[src/rtl/spi_pkg.sv]
// Shared definitions for the mode-0 SPI master: FSM state encoding, default word width
// and a width helper for the counters.
package spi_pkg;

  localparam int SPI_DATA_W = 8;

  typedef enum logic [2:0] {
    ST_IDLE  = 3'd0,
    ST_SETUP = 3'd1,
    ST_SHIFT = 3'd2,
    ST_HOLD  = 3'd3,
    ST_GAP   = 3'd4
  } spi_state_t;

  // Never returns less than 1 so a counter for a range of one value still has a bit.
  function automatic int clog2(input int value);
    int r;
    int v;
    r = 0;
    v = value - 1;
    while (v > 0) begin
      r = r + 1;
      v = v >> 1;
    end
    return (r < 1) ? 1 : r;
  endfunction

endpackage

[src/rtl/spi_master_if.sv]
// System-side handshake and SPI pins of spi_master, bundled for port connection.
// master: the spi_master view; slave: the view of whatever drives/observes it.
interface spi_master_if import spi_pkg::*; #(
  parameter int DATA_W = SPI_DATA_W
) ();

  logic              start;
  logic [DATA_W-1:0] tx_data;
  logic              busy;
  logic              done;
  logic [DATA_W-1:0] rx_data;
  logic              cs;
  logic              sclk;
  logic              mosi;
  logic              miso;

  modport master (
    input  start, tx_data, miso,
    output busy, done, rx_data, cs, sclk, mosi
  );

  modport slave (
    output start, tx_data, miso,
    input  busy, done, rx_data, cs, sclk, mosi
  );

endinterface

[src/rtl/spi_clk_tick.sv]
// Half-period timebase: down-counter reloaded with CLK_DIV-1 that emits a one-cycle
// tick every CLK_DIV cycles; clear realigns it to a freshly accepted transaction.
module spi_clk_tick import spi_pkg::*; #(
  parameter int CLK_DIV = 4
) (
  input  logic clk,
  input  logic rst,
  input  logic clear,
  output logic tick
);

  localparam int            CW     = clog2(CLK_DIV);
  localparam logic [CW-1:0] RELOAD = CW'(CLK_DIV - 1);

  logic [CW-1:0] cnt;

  always_ff @(posedge clk) begin
    if (rst) begin
      cnt <= '0;
    end else if (clear || (cnt == '0)) begin
      cnt <= RELOAD;
    end else begin
      cnt <= cnt - CW'(1);
    end
  end

  assign tick = (cnt == '0);

endmodule

[src/rtl/spi_master.sv]
// Mode-0 SPI master, MSB first; miso is captured on sclk falling edges.
// Define SPI_MASTER_LOOPBACK_EN to feed the receive shifter from internal mosi instead of miso.
module spi_master import spi_pkg::*; #(
  parameter int DATA_W  = SPI_DATA_W,
  parameter int CLK_DIV = 4
) (
  input logic         clk,
  input logic         rst,
  spi_master_if.master bus
);

  localparam int            BW        = clog2(DATA_W) + 1;
  localparam logic [BW-1:0] LAST_FALL = BW'(DATA_W - 1);
  localparam logic [BW-1:0] ALL_FALLS = BW'(DATA_W);

  spi_state_t        state, state_d;
  logic              cs_q, cs_d;
  logic              sclk_q, sclk_d;
  logic              mosi_q, mosi_d;
  logic              busy_q, busy_d;
  logic              done_q, done_d;
  logic [DATA_W-1:0] tx_sh, tx_sh_d;
  logic [DATA_W-1:0] rx_sh, rx_sh_d;
  logic [DATA_W-1:0] rx_q, rx_d;
  logic [BW-1:0]     bit_cnt, bit_cnt_d;
  logic              accept;
  logic              tick;
  logic              rx_bit;

  assign accept = (state == ST_IDLE) && bus.start;

`ifdef SPI_MASTER_LOOPBACK_EN
  assign rx_bit = mosi_q;
`else
  assign rx_bit = bus.miso;
`endif

  spi_clk_tick #(.CLK_DIV(CLK_DIV)) u_tick (
    .clk   (clk),
    .rst   (rst),
    .clear (accept),
    .tick  (tick)
  );

  always_ff @(posedge clk) begin
    if (rst) begin
      state   <= ST_IDLE;
      cs_q    <= 1'b1;
      sclk_q  <= 1'b0;
      mosi_q  <= 1'b0;
      busy_q  <= 1'b0;
      done_q  <= 1'b0;
      tx_sh   <= '0;
      rx_sh   <= '0;
      rx_q    <= '0;
      bit_cnt <= '0;
    end else begin
      state   <= state_d;
      cs_q    <= cs_d;
      sclk_q  <= sclk_d;
      mosi_q  <= mosi_d;
      busy_q  <= busy_d;
      done_q  <= done_d;
      tx_sh   <= tx_sh_d;
      rx_sh   <= rx_sh_d;
      rx_q    <= rx_d;
      bit_cnt <= bit_cnt_d;
    end
  end

  always_comb begin
    state_d   = state;
    cs_d      = cs_q;
    sclk_d    = sclk_q;
    mosi_d    = mosi_q;
    busy_d    = busy_q;
    done_d    = 1'b0;
    tx_sh_d   = tx_sh;
    rx_sh_d   = rx_sh;
    rx_d      = rx_q;
    bit_cnt_d = bit_cnt;
    case (state)
      ST_IDLE: begin
        if (bus.start) begin
          tx_sh_d   = bus.tx_data;
          mosi_d    = bus.tx_data[DATA_W-1];
          cs_d      = 1'b0;
          busy_d    = 1'b1;
          bit_cnt_d = '0;
          state_d   = ST_SETUP;
        end
      end
      ST_SETUP: begin
        if (tick) begin
          sclk_d  = 1'b1;
          state_d = ST_SHIFT;
        end
      end
      // The low half-period after the last falling edge stays in SHIFT; HOLD follows it.
      ST_SHIFT: begin
        if (tick) begin
          if (sclk_q) begin
            sclk_d    = 1'b0;
            rx_sh_d   = {rx_sh[DATA_W-2:0], rx_bit};
            bit_cnt_d = bit_cnt + BW'(1);
            if (bit_cnt != LAST_FALL) begin
              tx_sh_d = tx_sh << 1;
              mosi_d  = tx_sh[DATA_W-2];
            end
          end else if (bit_cnt == ALL_FALLS) begin
            state_d = ST_HOLD;
          end else begin
            sclk_d = 1'b1;
          end
        end
      end
      ST_HOLD: begin
        if (tick) begin
          cs_d    = 1'b1;
          mosi_d  = 1'b0;
          done_d  = 1'b1;
          rx_d    = rx_sh;
          state_d = ST_GAP;
        end
      end
      ST_GAP: begin
        if (tick) begin
          busy_d  = 1'b0;
          state_d = ST_IDLE;
        end
      end
      default: state_d = ST_IDLE;
    endcase
  end

  assign bus.cs      = cs_q;
  assign bus.sclk    = sclk_q;
  assign bus.mosi    = mosi_q;
  assign bus.busy    = busy_q;
  assign bus.done    = done_q;
  assign bus.rx_data = rx_q;

endmodule
[src/flat_wrapper.sv]
// flat-port wrapper written by rule: the top's interface ports become plain ports
module spi_master_flat import spi_pkg::*;
#(
  parameter int DATA_W  = SPI_DATA_W,
  parameter int CLK_DIV = 4
)
  (clk, rst, bus_start, bus_tx_data, bus_miso, bus_busy, bus_done, bus_rx_data, bus_cs, bus_sclk, bus_mosi);
  spi_master_if #(.DATA_W(DATA_W)) bus_i ();
  input logic clk;
  input logic rst;
  input wire logic [$bits(bus_i.start)-1:0] bus_start;
  input wire logic [$bits(bus_i.tx_data)-1:0] bus_tx_data;
  input wire logic [$bits(bus_i.miso)-1:0] bus_miso;
  output wire logic [$bits(bus_i.busy)-1:0] bus_busy;
  output wire logic [$bits(bus_i.done)-1:0] bus_done;
  output wire logic [$bits(bus_i.rx_data)-1:0] bus_rx_data;
  output wire logic [$bits(bus_i.cs)-1:0] bus_cs;
  output wire logic [$bits(bus_i.sclk)-1:0] bus_sclk;
  output wire logic [$bits(bus_i.mosi)-1:0] bus_mosi;
  assign bus_i.start = bus_start;
  assign bus_i.tx_data = bus_tx_data;
  assign bus_i.miso = bus_miso;
  assign bus_busy = bus_i.busy;
  assign bus_done = bus_i.done;
  assign bus_rx_data = bus_i.rx_data;
  assign bus_cs = bus_i.cs;
  assign bus_sclk = bus_i.sclk;
  assign bus_mosi = bus_i.mosi;
  spi_master #(.DATA_W(DATA_W), .CLK_DIV(CLK_DIV)) u_core (.clk(clk), .rst(rst), .bus(bus_i));
endmodule
[config.mk]
export PLATFORM = sky130hd
export DESIGN_NAME = spi_master_flat
export DESIGN_NICKNAME = d
export VERILOG_FILES = /design/src/rtl/spi_pkg.sv /design/src/rtl/spi_master_if.sv /design/src/rtl/spi_clk_tick.sv /design/src/rtl/spi_master.sv /design/src/flat_wrapper.sv
export SDC_FILE = /design/constraint.sdc
export NUM_CORES = 1
export LEC_CHECK = 0
export CELL_PAD_IN_SITES_DETAIL_PLACEMENT = 1
export CELL_PAD_IN_SITES_GLOBAL_PLACEMENT = 1
export CORE_ASPECT_RATIO = 0.8
export CORE_UTILIZATION = 42
export CTS_CLUSTER_SIZE = 8
export DETAILED_ROUTE_END_ITERATION = 6
export DONT_BUFFER_PORTS = 1
export MAX_ROUTING_LAYER = met4
export PLACE_DENSITY_LB_ADDON = 0.1
export SLEW_MARGIN = 40
export SYNTH_ARGS = -nofsm -noshare
export SYNTH_HDL_FRONTEND = slang
export SYNTH_SLANG_ARGS = --single-unit
[constraint.sdc]
create_clock -name clk -period 2 [get_ports clk]
set_clock_uncertainty 0.2 [all_clocks]
set_input_delay 0.4 -clock clk [delete_from_list [all_inputs] [get_ports clk]]
set_output_delay 0.4 -clock clk [all_outputs]
set_load 0.02 [all_outputs]
Word level (Yosys, flattened, before mapping)
Index checks and enable logic that the tools add are counted.
{"block": "word_totals", "reg_bits": 37, "input_bits": 12, "out_inout_bits": 13}
{"block": "op_classes", "add_sub_neg": 2, "n_eq_ne": 15, "muxes": 34, "n_bitwise": 1, "n_reduce_logical": 19}
{"operator": "two-way mux 7 bit", "count": 4}
{"operator": "two-way mux 3 bit", "count": 7}
{"operator": "one-hot mux 3 bit (5 select lines)", "count": 1}
{"operator": "inequality test 2 x 1 -> 1 bit, second input constant", "count": 7}
{"operator": "one-hot mux 7 bit (2 select lines)", "count": 1}
{"operator": "two-way mux 1 bit", "count": 12}
{"operator": "two-way mux 4 bit", "count": 3}
{"operator": "AND reduction 3 bit", "count": 4}
{"operator": "one-hot mux 4 bit (2 select lines)", "count": 1}
{"operator": "nonzero test 2 bit", "count": 4}
{"operator": "AND reduction 7 bit", "count": 1}
{"operator": "equality test 3 x 2 -> 1 bit, second input constant", "count": 2}
{"operator": "one-hot mux 1 bit (2 select lines)", "count": 3}
{"operator": "AND reduction 6 bit", "count": 1}
{"operator": "AND reduction 5 bit", "count": 1}
{"operator": "adder 4 x 1 -> 4 bit, second input constant", "count": 1}
{"operator": "equality test 4 bit, second input constant", "count": 1}
{"operator": "inequality test 2 bit, second input constant", "count": 2}
{"operator": "inequality test 4 x 3 -> 1 bit, second input constant", "count": 1}
{"operator": "AND reduction 4 bit", "count": 1}
{"operator": "equality test 3 x 1 -> 1 bit, second input constant", "count": 1}
{"operator": "equality test 3 bit, second input constant", "count": 1}
{"operator": "zero test 3 bit", "count": 1}
{"operator": "one-hot mux 1 bit (3 select lines)", "count": 1}
{"operator": "other kinds (9)", "count": 9}

Depth between registers and ports, before layout
Gate-level depths: netlist of run 1.
{"block": "depth", "depth_word": 5, "ltp_mapped": 9, "depth_no_buf": 6}

Cells and area by module
A second synthesis of run 1 with hierarchy kept.
{"block": "hier_totals", "hier_cells": 178, "hier_area_um2": 1639.1}
{"module": "spi_master", "n_inst": 1, "cells_each": 170, "area_each_um2": 1565.3, "seq_area_each_um2": 700.7}
{"module": "spi_clk_tick", "n_inst": 1, "cells_each": 8, "area_each_um2": 73.8, "seq_area_each_um2": 40.0}

Least setup slack after synthesis of run 1
Ideal clock, no wire load.
{"block": "synth_path", "path_kind": "reg-to-reg", "start": "reg u_core.u_tick.cnt[0]", "end": "reg u_core.mosi_q (netlist: u_core.bus.mosi)", "setup_time_ps": 119, "arrival_ps": 1565, "setup_slack_ps": 116, "path_stages_with_launch": 9, "synth_period_minus_slack_ps": 1884, "cell_sequence": "dfxtp_1 > inv_1 > ha_1 > buf_6 > and3_1 > buf_6 > a221oi_1 > nor2_1 > o221a_2"}
{"block": "synth_via", "elab_chain_cells": 3}
{"element": "start: declaration", "line": "spi_clk_tick.sv:15", "text": "logic [CW-1:0] cnt;"}
{"element": "start signal: assignment", "line": "spi_clk_tick.sv:23", "text": "cnt <= cnt - CW'(1);"}
{"element": "zero test 2 bit (*)", "line": "spi_clk_tick.sv:27", "text": "assign tick = (cnt == '0);"}
{"element": "named net u_core.tick", "line": "spi_master.sv:27", "text": "logic tick;"}
{"element": "inequality test 2 x 1 -> 1 bit (no source line)"}
{"element": "AND reduction 6 bit (no source line) (*)"}
{"element": "end signal: assignment", "line": "spi_master.sv:61", "text": "mosi_q <= mosi_d;"}
{"element": "end: declaration", "line": "spi_master.sv:19", "text": "logic mosi_q, mosi_d;"}
The timed path passes the listed nets; every way through them passes the cells marked *.
A chain may end at the register's enable or synchronous reset.

Worst setup path in the final report of run 1
{"block": "layout_path", "start": "reg u_core.u_tick.cnt[0]", "end": "reg u_core.bit_cnt[2]"}
{"block": "layout_via", "elab_chain_cells": 3}
{"element": "zero test 2 bit", "line": "spi_clk_tick.sv:27"}
{"element": "named net u_core.tick", "line": "spi_master.sv:27"}
{"element": "inequality test 2 x 1 -> 1 bit (no source line)"}
{"element": "AND reduction 4 bit (no source line)"}
{"element": "end signal: assignment", "line": "spi_master.sv:67", "text": "bit_cnt <= bit_cnt_d;"}
{"element": "end: declaration", "line": "spi_master.sv:25", "text": "logic [BW-1:0] bit_cnt, bit_cnt_d;"}
The timed path passes the listed nets, and every way through them passes these cells.

==> results of run 1 <==
==> power by group through the flow <==
stage          logic, mW  registers, mW  clock network [mW]
2_1_floorplan      0.396          0.893                   0
3_3_place_gp       0.423          0.923                   0
3_5_place_dp       0.442          0.925                   0
4_1_cts            0.465          0.908               0.702
5_1_grt            0.516          0.921               0.730
6_report           0.469          0.908               0.681
==> cell families (layout without fill, tap and decap cells) <==
family,Yosys count,in the layout,synth area share
compound gates,46,46,0.1978
fa+ha+maj,4,4,0.02963
buf+inv,20,22,0.06148
flops,37,37,0.4385
mux,15,15,0.08889
simple gates,62,62,0.1837
==> area by class of cell <==
| type | count | area, um^2 |
|---|---|---|
| Clock buffer | 6 | 82.58 |
| Inverter | 6 | 22.52 |
| Timing Repair Buffer | 8 | 75.07 |
| Fill cell | 448 | 1946 |
| Multi-Input combinational cell | 127 | 855.8 |
| Tap cell | 55 | 68.82 |
| Clock inverter | 2 | 37.54 |
| Sequential cell | 37 | 740.7 |
==> what timing repair did <==
item,4_1_cts,5_1_grt
endpoints found under the hold margin,32,0
setup endpoints to repair,0,8
hold buffers,2,0
gates resized for setup,0,3
==> path summary, 6_finish.rpt <==
path	start	to	slack, ns
worst min register to register	u_core.u_tick.cnt[0]	u_core.u_tick.cnt[0]	0.24
worst max register to register	u_core.u_tick.cnt[0]	u_core.bit_cnt[2]	0.11
worst max-delay path	u_core.u_tick.cnt[0]	u_core.bit_cnt[2]	0.11
worst min-delay path	bus_tx_data[0]	u_core.tx_sh[0]	0.04
==> metrics by stage <==
| step | setup WS, ns | util | hold WS (ns) | power, mW | area, um^2 |
|---|---|---|---|---|---|
| 2_1_floorplan | 0.1162 | - | 0.2083 | 1.289 | 1689 |
| 3_3_place_gp | 0.1572 | 0.4497 | 0.2104 | 1.346 | 1722 |
| 3_5_place_dp | 0.07633 | 0.4497 | 0.2200 | 1.367 | 1722 |
| 4_1_cts | 0.06232 | 0.4889 | 0.03013 | 2.075 | 1872 |
| 5_1_grt | -0.009682 | 0.4918 | 0.02534 | 2.166 | 1883 |
| 6_report | 0.1107 | 0.4918 | 0.03966 | 2.058 | 1883 |
==> state kept, by name, summed over array words and instances (netlist names) <==
register / cells
u_core.bus.sclk: 1
u_core.tx_sh: 7
u_core.bus.mosi: 1
u_core.state: 3
u_core.bus.done: 1
u_core.u_tick.cnt: 2
u_core.bus.busy: 1
u_core.bus.cs: 1
u_core.bus.rx_data: 8
u_core.rx_sh: 8
u_core.bit_cnt: 4
==> layer usage <==
metal  global-route usage  vias to the layer above  part of all wire
met2               0.2977                       30              0.44
met5                    -                        -                 0
met4              0.07843                        0             0.012
met1               0.2591                      628              0.49
li1                     -                      645                 -
met3              0.07534                        7             0.065
==> layout by cell type (no fill, tap or decap), types with 2 or more instances in the layout <==
master    count
o21ai_1       2
nand3b_1      4
nand2b_1      2
nor2_1       12
dfxtp_1      37
nand4_1       3
a21oi_1      22
o31ai_1       2
inv_1         6
nand3_1       3
buf_4         6
clkbuf_8      6
nor2b_1       2
ha_1          4
nand2_1      26
and3_1        3
mux2i_1      15
a311oi_1      2
a211oi_1      2
a211oi_2      6
a31oi_1       2
==> flow_metrics.env, run 1 <==
export IMPL_status="complete, no violations"
export IMPL_antenna_found_initial=0
export IMPL_cp_cell_sequence="inv_1, ha_1, and3_1, buf_4, o21a_1, a311oi_1"
export IMPL_slew_violations=0
export IMPL_placed_cells=231
export IMPL_final_cells=241
export IMPL_cap_violations=0
export IMPL_clk_pin_slew_ns=0.08
export IMPL_max_freq_ghz=0.5293
export IMPL_synth_seq_area_share=0.4385
export IMPL_synth_seq_cells=37
export IMPL_tns_ns=0
export IMPL_netlist_top_cells_area="dfxtp_1 (44%), mux2i_1 (8.9%), a21oi_1 (6.5%), nand2_1 (5.8%), a211oi_2 (4.4%)"
export IMPL_dr_first_iter_drc_count=129
export IMPL_tightest_slew_ns=0.4639
export IMPL_power_leakage_nw=0.7290
export IMPL_num_vias=1310
export IMPL_core_area_mm2=0.003829
export IMPL_relSlewSlack=0.6903
export IMPL_grt_pass1_vias=1329
export IMPL_endpoint_kind="flop"
export IMPL_cpPeakStageDelay_ns=0.34
export IMPL_syn_inst=184
export IMPL_worstPathMaxFanout=9
export IMPL_numCtsBuffers=5
export IMPL_hold_class="in -> reg"
export IMPL_cts_root_buffer_cell="clkbuf_8"
export IMPL_syn_area_mm2=0.001689
export IMPL_synth_commonest_cells="dfxtp_1 (37), nand2_1 (26), a21oi_1 (22)"
export IMPL_cp_start_kind="flop"
export IMPL_grt_pass1_wl_mm=6.265
export IMPL_ir_worst_vdd_mv=0.4983
export IMPL_cts_sink_count=37
export IMPL_grt_start_max_net_pins=33
export IMPL_n_antenna_cell=0
export IMPL_start_util=0.4412
export IMPL_drive_gt1_frac=0.1559
export IMPL_drc=0
export IMPL_grtUsageTotal=0.2047
export IMPL_fin_crit_sh=0.9447
export IMPL_place_gp_congestion=0.7929
export IMPL_critPathArrivalTime_ns=1.90
export IMPL_p_sw_frac=0.3117
export IMPL_post_cts_buffers=0
export IMPL_p_switching_mw=0.6416
export IMPL_ys_warn_count=0
export IMPL_nNetsFinal=201
export IMPL_final_antenna_net_count=0
export IMPL_rsz0062_at_grt="yes"
export IMPL_synth_edf_count=0
export IMPL_comb_power_share=0.228
export IMPL_crit_type="reg -> reg"
export IMPL_final_min_clock_period_ns=1.889
export IMPL_synthArstFlopShare=0
export IMPL_synth_avg_cell_area_um2=9.180
export IMPL_critical_path_required_ns=2.01
export IMPL_num_rows=20
export IMPL_p_int_mw=1.416
export IMPL_vias_per_cell=5.436
export IMPL_synth_ff_type="dfxtp_1"
export IMPL_syn_nets=200
export IMPL_first_pass_iters=4
export IMPL_path_delay_family="compound AO/OA/AOI/OAI gates"
export IMPL_io_pins=25
export IMPL_dieArea_mm2=0.004281
export IMPL_die_w_um=72.90
export IMPL_worstHoldPathCells=2
export IMPL_wl_mm=3.870
export IMPL_clock_path_buffers=2
export IMPL_synth_most_common_cell="dfxtp_1"
export IMPL_yosysTopAreaCellShare=0.4385
export IMPL_dp_hpwl_mm=2.529
export IMPL_wl_per_cell_um=16.06
export IMPL_clkLatencyLatePin_ns=0.29
export IMPL_path_buf_inv=2
export IMPL_synth_cell_types=39
export IMPL_yosysTopAreaCell="dfxtp_1"
export IMPL_port_buffers=0
export IMPL_fp_dieH_um=58.72
export IMPL_h_tree_depth=2
export IMPL_slowest_stage="dfxtp_1"
export IMPL_power_share_sequential=0.441
export IMPL_hold_viol_final=0
export IMPL_worstRegToRegCells=6
export IMPL_worst_path_stages=6
export IMPL_cts_tree="done"
export IMPL_p_per_area_mw_per_mm2=1093
export IMPL_grt_ovfl_total=0
export IMPL_clkPwrFrac=0.331
export IMPL_syn2layout_area_growth_pct=11.48
export IMPL_setup_viol=0
Power figures use the tool's default switching activity.
==> inputs of run 2 (changes only) <==
--- a/config.mk
+++ b/config.mk
@@ -17,4 +17,5 @@
 export SLEW_MARGIN = 40
 export SYNTH_ARGS = -nofsm -noshare
 export SYNTH_HDL_FRONTEND = slang
+export SYNTH_HIERARCHICAL = 1
 export SYNTH_SLANG_ARGS = --single-unit
==> constraint.sdc (replaced) <==
create_clock -name clk -period 2 [get_ports clk]
set_clock_uncertainty 0.2 [all_clocks]
set_input_delay 0.4 -clock clk [delete_from_list [all_inputs] [get_ports clk]]
set_output_delay 0.4 -clock clk [all_outputs]
set_load 0.005 [all_outputs]
==> run 2 against run 1 <==
Wire length shrank 1.6%. Die area shrank 2.9%. Clock-buffer cell count is the same. Design area shrank 4.1%. Total power shrank 27%. Sequential cell count is the same. Combinational power shrank 55%. Non-clock buffer count grew 3.
==> flow_metrics.env, run 2 <==
export IMPL_synth_seq_area_share=0.4519
export IMPL_slew_violations=0
export IMPL_fill_cells=418
export IMPL_wl_per_cell_um=16.14
export IMPL_cts_root_buffer_cell="clkbuf_8"
export IMPL_synth_ff_type="dfxtp_1"
export IMPL_ir_worst_vdd_mv=0.4542
export IMPL_h_tree_depth=2
export IMPL_slowest_stage="and2_2"
export IMPL_syn_inst=178
export IMPL_post_cts_buffers=0
export IMPL_max_freq_ghz=0.5359
export IMPL_crit_type="reg -> reg"
export IMPL_p_per_area_mw_per_mm2=833.4
export IMPL_grt_ovfl_total=0
export IMPL_rsz0062_at_grt="no"
export IMPL_dr_wl_met2_mm=1.710
export IMPL_syn_area_mm2=0.001639
export IMPL_port_buffers=0
export IMPL_numCtsBuffers=5
export IMPL_cp_start_kind="flop"
export IMPL_synth_compound_gate_area_share=0.1672
export IMPL_tns_ns=0
export IMPL_path_delay_family="simple AND/OR/NAND/NOR gates"
export IMPL_synth_commonest_cells="dfxtp_1 (37), a21oi_1 (22), nand2_1 (19)"
export IMPL_clk_pin_slew_ns=0.07
export IMPL_cts_tree="done"
export IMPL_fin_hold_ws_ns=0.06641
export IMPL_start_util=0.4566
export IMPL_synthArstFlopShare=0
export IMPL_startpoint="u_core/u_tick/cnt[0]"
export IMPL_final_cell_mix="dfxtp_1 (37), a21oi_1 (21), nand2_1 (19), nor2_1 (17), mux2i_1 (14)"
export IMPL_synthMuxAreaShare=0.08550
export IMPL_path_buf_inv=1
export IMPL_critPathArrivalTime_ns=1.84
export IMPL_n_antenna_cell=0
export IMPL_final_antenna_net_count=0
export IMPL_clkLatencyLatePin_ns=0.28
export IMPL_synth_top_family_by_area="simple AND/OR/NAND/NOR gates"
export IMPL_seqCellArea_um2=740.7
export IMPL_hold_viol_final=0
export IMPL_relSlewSlack=0.7311
export IMPL_grtUsageTotal=0.2062
export IMPL_num_vias=1291
export IMPL_synth_seq_cells=37
export IMPL_hold_class="in -> reg"
export IMPL_tightest_slew_ns=0.3978
export IMPL_fp_dieH_um=57.88
export IMPL_critical_path_required_ns=1.98
export IMPL_vias_per_cell=5.470
export IMPL_setup_viol=0
export IMPL_grt_start_max_net_pins=33
export IMPL_nNetsFinal=198
export IMPL_dr_first_iter_drc_count=25
export IMPL_grt_pass1_vias=1225
export IMPL_final_min_clock_period_ns=1.866
export IMPL_core_area_mm2=0.003590
export IMPL_met1Wirelength_mm=1.927
export IMPL_synth_xor_area_share=0.02672
export IMPL_yosysTopAreaCellShare=0.4519
export IMPL_dieArea_mm2=0.004158
export IMPL_drive_gt1_frac=0.1467
export IMPL_synth_avg_cell_area_um2=9.208
export IMPL_netlist_top_cells_area="dfxtp_1 (45%), mux2i_1 (8.5%), a21oi_1 (6.7%), nand2_1 (4.4%), nor2_1 (3.9%)"
export IMPL_num_rows=19
export IMPL_multi_input_area_um2=800.8
export IMPL_synth_simple_gate_area_share=0.1840
export IMPL_cpPeakStageDelay_ns=0.35
export IMPL_hp_start="bus_tx_data[0]"
export IMPL_first_pass_iters=4
export IMPL_endpoint_kind="flop"
export IMPL_cts_sink_count=37
export IMPL_fin_crit_sh=0.9330
export IMPL_cp_cell_sequence="inv_1, ha_1, and3_2, and2_2, mux2i_1, nor2_1"
export IMPL_synthAdderAreaFrac=0.02290
export IMPL_synth_cell_types=43
export IMPL_wl_mm=3.810
export IMPL_grt_pass1_wl_mm=6.189
export IMPL_ys_warn_count=6
export IMPL_wl_met3_um=157
export IMPL_die_w_um=71.85
export IMPL_yosysTopAreaCell="dfxtp_1"
export IMPL_place_gp_congestion=0.7750
export IMPL_drc=0
export IMPL_clock_path_buffers=2
export IMPL_antenna_found_initial=0
export IMPL_syn2layout_area_growth_pct=10.23
export IMPL_synth_most_common_cell="dfxtp_1"
export IMPL_status="complete, no violations"
export IMPL_syn_nets=193
export IMPL_worstPathMaxFanout=8
export IMPL_cap_violations=0
export IMPL_io_pins=25
export IMPL_r2r_start="u_core/u_tick/cnt[0]"
export IMPL_power_leakage_nw=0.6611
export IMPL_synth_edf_count=0
export IMPL_layout_commonest_cell="dfxtp_1"
export IMPL_maxUsedRoutingLayer="met4"
export IMPL_dp_hpwl_mm=2.585
## run 2: cell types whose count changed after synthesis, moves of 3 or more
cell,change
a211oi_1,+4
o211ai_1,+3
clkbuf_1,-3
a211oi_2,-6
nand2_1,-7
xor2_1,+3
nand3_1,-3
nor2_1,+5
## run 2: final cells by class
| type | instances | share of cell area |
|---|---|---|
| clock buffers | 6 | 0.04017 |
| multi-input cells | 122 | 0.4432 |
| flip-flops and latches | 37 | 0.4100 |
| clock inverters | 2 | 0.005540 |
| well taps | 52 | 0.03601 |
| repair buffers | 11 | 0.05263 |
| inverters | 6 | 0.01247 |
## run 2: report_power, final
group / switching [mW] / total (mW) / leakage [nW] / internal (mW)
registers: 0.0246 / 0.797 / 0.302 / 0.773
clock network: 0.254 / 0.496 / 0.0450 / 0.241
logic: 0.119 / 0.213 / 0.314 / 0.0941
total: 0.398 / 1.51 / 0.661 / 1.11
## run 2: kinds of logic (layout without fill, tap and decap cells)
logic type / after synthesis / after routing
simple gates: 57 / 57
compound gates: 43 / 43
flops: 37 / 37
buf+inv: 19 / 25
mux: 14 / 14
xor+xnor: 5 / 5
fa+ha+maj: 3 / 3
## run 2: worst paths after layout
path / slack (ns) / cells after the start / end
max reg2reg: 0.13 / 6 / u_core/rx_sh[2]
max: 0.13 / 6 / u_core/rx_sh[2]
min reg2reg: 0.24 / 1 / u_core/u_tick/cnt[0]
min: 0.07 / 1 / u_core/tx_sh[0]
## run 2: stage by stage
stage	util	setup slack, ns	power (mW)	area, um^2	std cells
finish	0.5033	0.1339	1.506	1807	236
global route	0.5033	0.03626	1.583	1807	236
CTS	0.5023	0.1369	1.520	1803	236
detailed placement	0.4737	0.1464	1.008	1700	227
global placement	0.4737	0.1925	0.9973	1700	227
floorplan	-	0.2588	0.9618	1639	178
## run 2: what timing repair did
item                       4_1_cts  5_1_grt
hold buffers                     1        0
resized for setup                0        1
hold endpoints to repair        32        0
setup endpoints to repair        0        1
## run 2: metal layers
layer | vias up | global-route usage
li1 | 630 | -
met3 | 2 | 0.06087
met1 | 631 | 0.2718
met5 | - | -
met4 | 0 | 0.06723
met2 | 28 | 0.3046
==> inputs of run 3 (changes only) <==
--- a/config.mk
+++ b/config.mk
@@ -8,7 +8,8 @@
 export CELL_PAD_IN_SITES_DETAIL_PLACEMENT = 1
 export CELL_PAD_IN_SITES_GLOBAL_PLACEMENT = 1
 export CORE_ASPECT_RATIO = 0.8
-export CORE_UTILIZATION = 42
+export CORE_MARGIN = 2
+export CORE_UTILIZATION = 46
 export CTS_CLUSTER_SIZE = 8
 export DETAILED_ROUTE_END_ITERATION = 6
 export DONT_BUFFER_PORTS = 1
==> constraint.sdc (replaced) <==
create_clock -name clk -period 1.8 [get_ports clk]
set_clock_uncertainty 0.2 [all_clocks]
set_input_delay 0.36 -clock clk [delete_from_list [all_inputs] [get_ports clk]]
set_output_delay 0.36 -clock clk [all_outputs]
set_load 0.005 [all_outputs]
==> run 3 against run 2 <==
Maximum frequency grew 5.7%. Register-to-register slack lost 0.10 ns. Clock power grew 50%. Design area grew 3.7%. Sequential share of layout area shrank 1.4 points. Highest routed layer unchanged.
==> flow_metrics.env, run 3 (same netlist as run 2, synthesis figures left out) <==
export IMPL_status="complete, no violations"
export IMPL_p_sw_frac=0.2441
export IMPL_final_antenna_net_count=0
export IMPL_grt_pass1_wl_mm=6.258
export IMPL_clk_pin_slew_ns=0.08
export IMPL_place_gp_congestion=0.8179
export IMPL_cpPeakStageDelay_ns=0.34
export IMPL_power_leakage_nw=0.6874
export IMPL_cts_sink_count=37
export IMPL_design_area_mm2=0.001873
export IMPL_drive_gt1_frac=0.1882
export IMPL_p_int_mw=1.427
export IMPL_clock_path_buffers=2
export IMPL_core_area_mm2=0.003423
export IMPL_vias_per_cell=5.706
export IMPL_slew_violations=0
export IMPL_final_min_clock_period_ns=1.766
export IMPL_slowest_stage="dfxtp_1"
export IMPL_num_vias=1301
export IMPL_critPathArrivalTime_ns=1.74
export IMPL_post_cts_buffers=0
export IMPL_wl_mm=3.874
export IMPL_p_per_area_mw_per_mm2=1008
export IMPL_relSlewSlack=0.5872
export IMPL_grt_start_max_net_pins=33
export IMPL_grt_pass1_vias=1288
export IMPL_cts_root_buffer_cell="clkbuf_8"
export IMPL_layout_commonest_cell="dfxtp_1"
export IMPL_cp_start_kind="flop"
export IMPL_cp_cell_sequence="inv_2, ha_4, and3_2, a21oi_2, o311a_1, a41o_1"
export IMPL_critical_path_required_ns=1.77
export IMPL_comb_power_share=0.135
export IMPL_p_switching_mw=0.4609
export IMPL_dr_first_iter_drc_count=31
export IMPL_tightest_slew_ns=0.6105
export IMPL_n_antenna_cell=0
export IMPL_antenna_found_initial=0
export IMPL_power_share_sequential=0.472
export IMPL_clkPwrFrac=0.393
export IMPL_grtUsageTotal=0.2044
export IMPL_wl_per_cell_um=16.99
export IMPL_fp_dieH_um=57.39
export IMPL_first_pass_iters=4
export IMPL_final_cell_mix="dfxtp_1 (36), a21oi_1 (21), nand2_1 (19), nor2_1 (17), mux2i_1 (14)"
export IMPL_die_w_um=70.74
export IMPL_power_total_mw=1.888
export IMPL_cap_violations=0
export IMPL_syn2layout_area_growth_pct=14.28
export IMPL_io_pins=25
export IMPL_dieArea_mm2=0.004060
export IMPL_final_cells=228
export IMPL_placed_cells=219
export IMPL_pre_cts_ws_ns=-0.02304
export IMPL_grt_ovfl_total=0
export IMPL_drc=0
export IMPL_worstPathMaxFanout=7
export IMPL_hold_class="in -> reg"
export IMPL_max_freq_ghz=0.5664
export IMPL_setup_slack_ns=0.03436
export IMPL_dp_hpwl_mm=2.620
export IMPL_cts_tree="done"
export IMPL_numCtsBuffers=5
export IMPL_port_buffers=0
export IMPL_num_rows=19
export IMPL_endpoint_kind="flop"
export IMPL_hold_viol_final=0
export IMPL_h_tree_depth=2
export IMPL_nNetsFinal=200
export IMPL_setup_viol=0
export IMPL_start_util=0.4788
export IMPL_clkLatencyLatePin_ns=0.28
export IMPL_ir_worst_vdd_mv=0.5497
export IMPL_fin_crit_sh=0.9809
export IMPL_postPlaceCellArea_mm2=0.001703
export IMPL_crit_type="reg -> reg"
==> run 3: critical path: cells and delay by family (launching register included) <==
family	cells	cell delay (ns)
flip-flops	1	0.34
buffers and inverters	1	0.07
adder cells (fa/ha/maj)	1	0.13
AND/OR/NAND/NOR	1	0.27
AO/OA/AOI/OAI	3	0.64
==> run 3: final cells by class <==
| class | count | area [um^2] |
|---|---|---|
| clock buffer | 6 | 82.58 |
| clock inverter | 2 | 37.54 |
| fill | 409 | 1550 |
| sequential | 37 | 742.0 |
| inverter | 6 | 22.52 |
| timing repair buffer | 13 | 113.9 |
| multi-input combinational | 122 | 822.0 |
| tap | 42 | 52.55 |
==> run 3: metal layers <==
metal	track usage	wire length, um
met4	0.04852	40
met1	0.2690	1885
met5	-	0
met2	0.3138	1833
met3	0.05830	114
==> run 3: stage by stage <==
step	TNS (ns)	hold WS, ns	utilization
floorplan	0	0.2015	-
detailed placement	-0.02304	0.2219	0.4974
global placement	0	0.2116	0.4974
global route	-0.01578	0.05305	0.5471
finish	0	0.03593	0.5471
CTS	0	0.03328	0.5398
==> run 3: power by group through the flow <==
| stage | logic (mW) | registers, mW | clock network, mW |
|---|---|---|---|
| after floorplan | 0.172 | 0.896 | 0 |
| after global placement | 0.206 | 0.905 | 0 |
| after detailed placement | 0.217 | 0.907 | 0 |
| after CTS | 0.236 | 0.889 | 0.762 |
| after global routing | 0.279 | 0.896 | 0.797 |
| final | 0.254 | 0.891 | 0.742 |
==> run 3: path summary, 6_finish.rpt <==
check | start | endpoint | slack (ns) | cells past startpoint
setup / recovery | u_core/u_tick/cnt[0] | u_core/tx_sh[0] | 0.03 | 6
hold / removal | bus_miso | u_core/rx_sh[0] | 0.04 | 2
setup reg to reg | u_core/u_tick/cnt[0] | u_core/tx_sh[0] | 0.03 | 6
hold reg to reg | u_core/rx_sh[7] | u_core/bus.rx_data[7] | 0.26 | 2
==> run 3: timing repair <==
action,CTS,global route
endpoints found under the hold margin,32,0
gates cloned,0,0
setup endpoints to repair,3,6
resized for setup,2,7
hold buffers,1,0
pin swaps,0,3
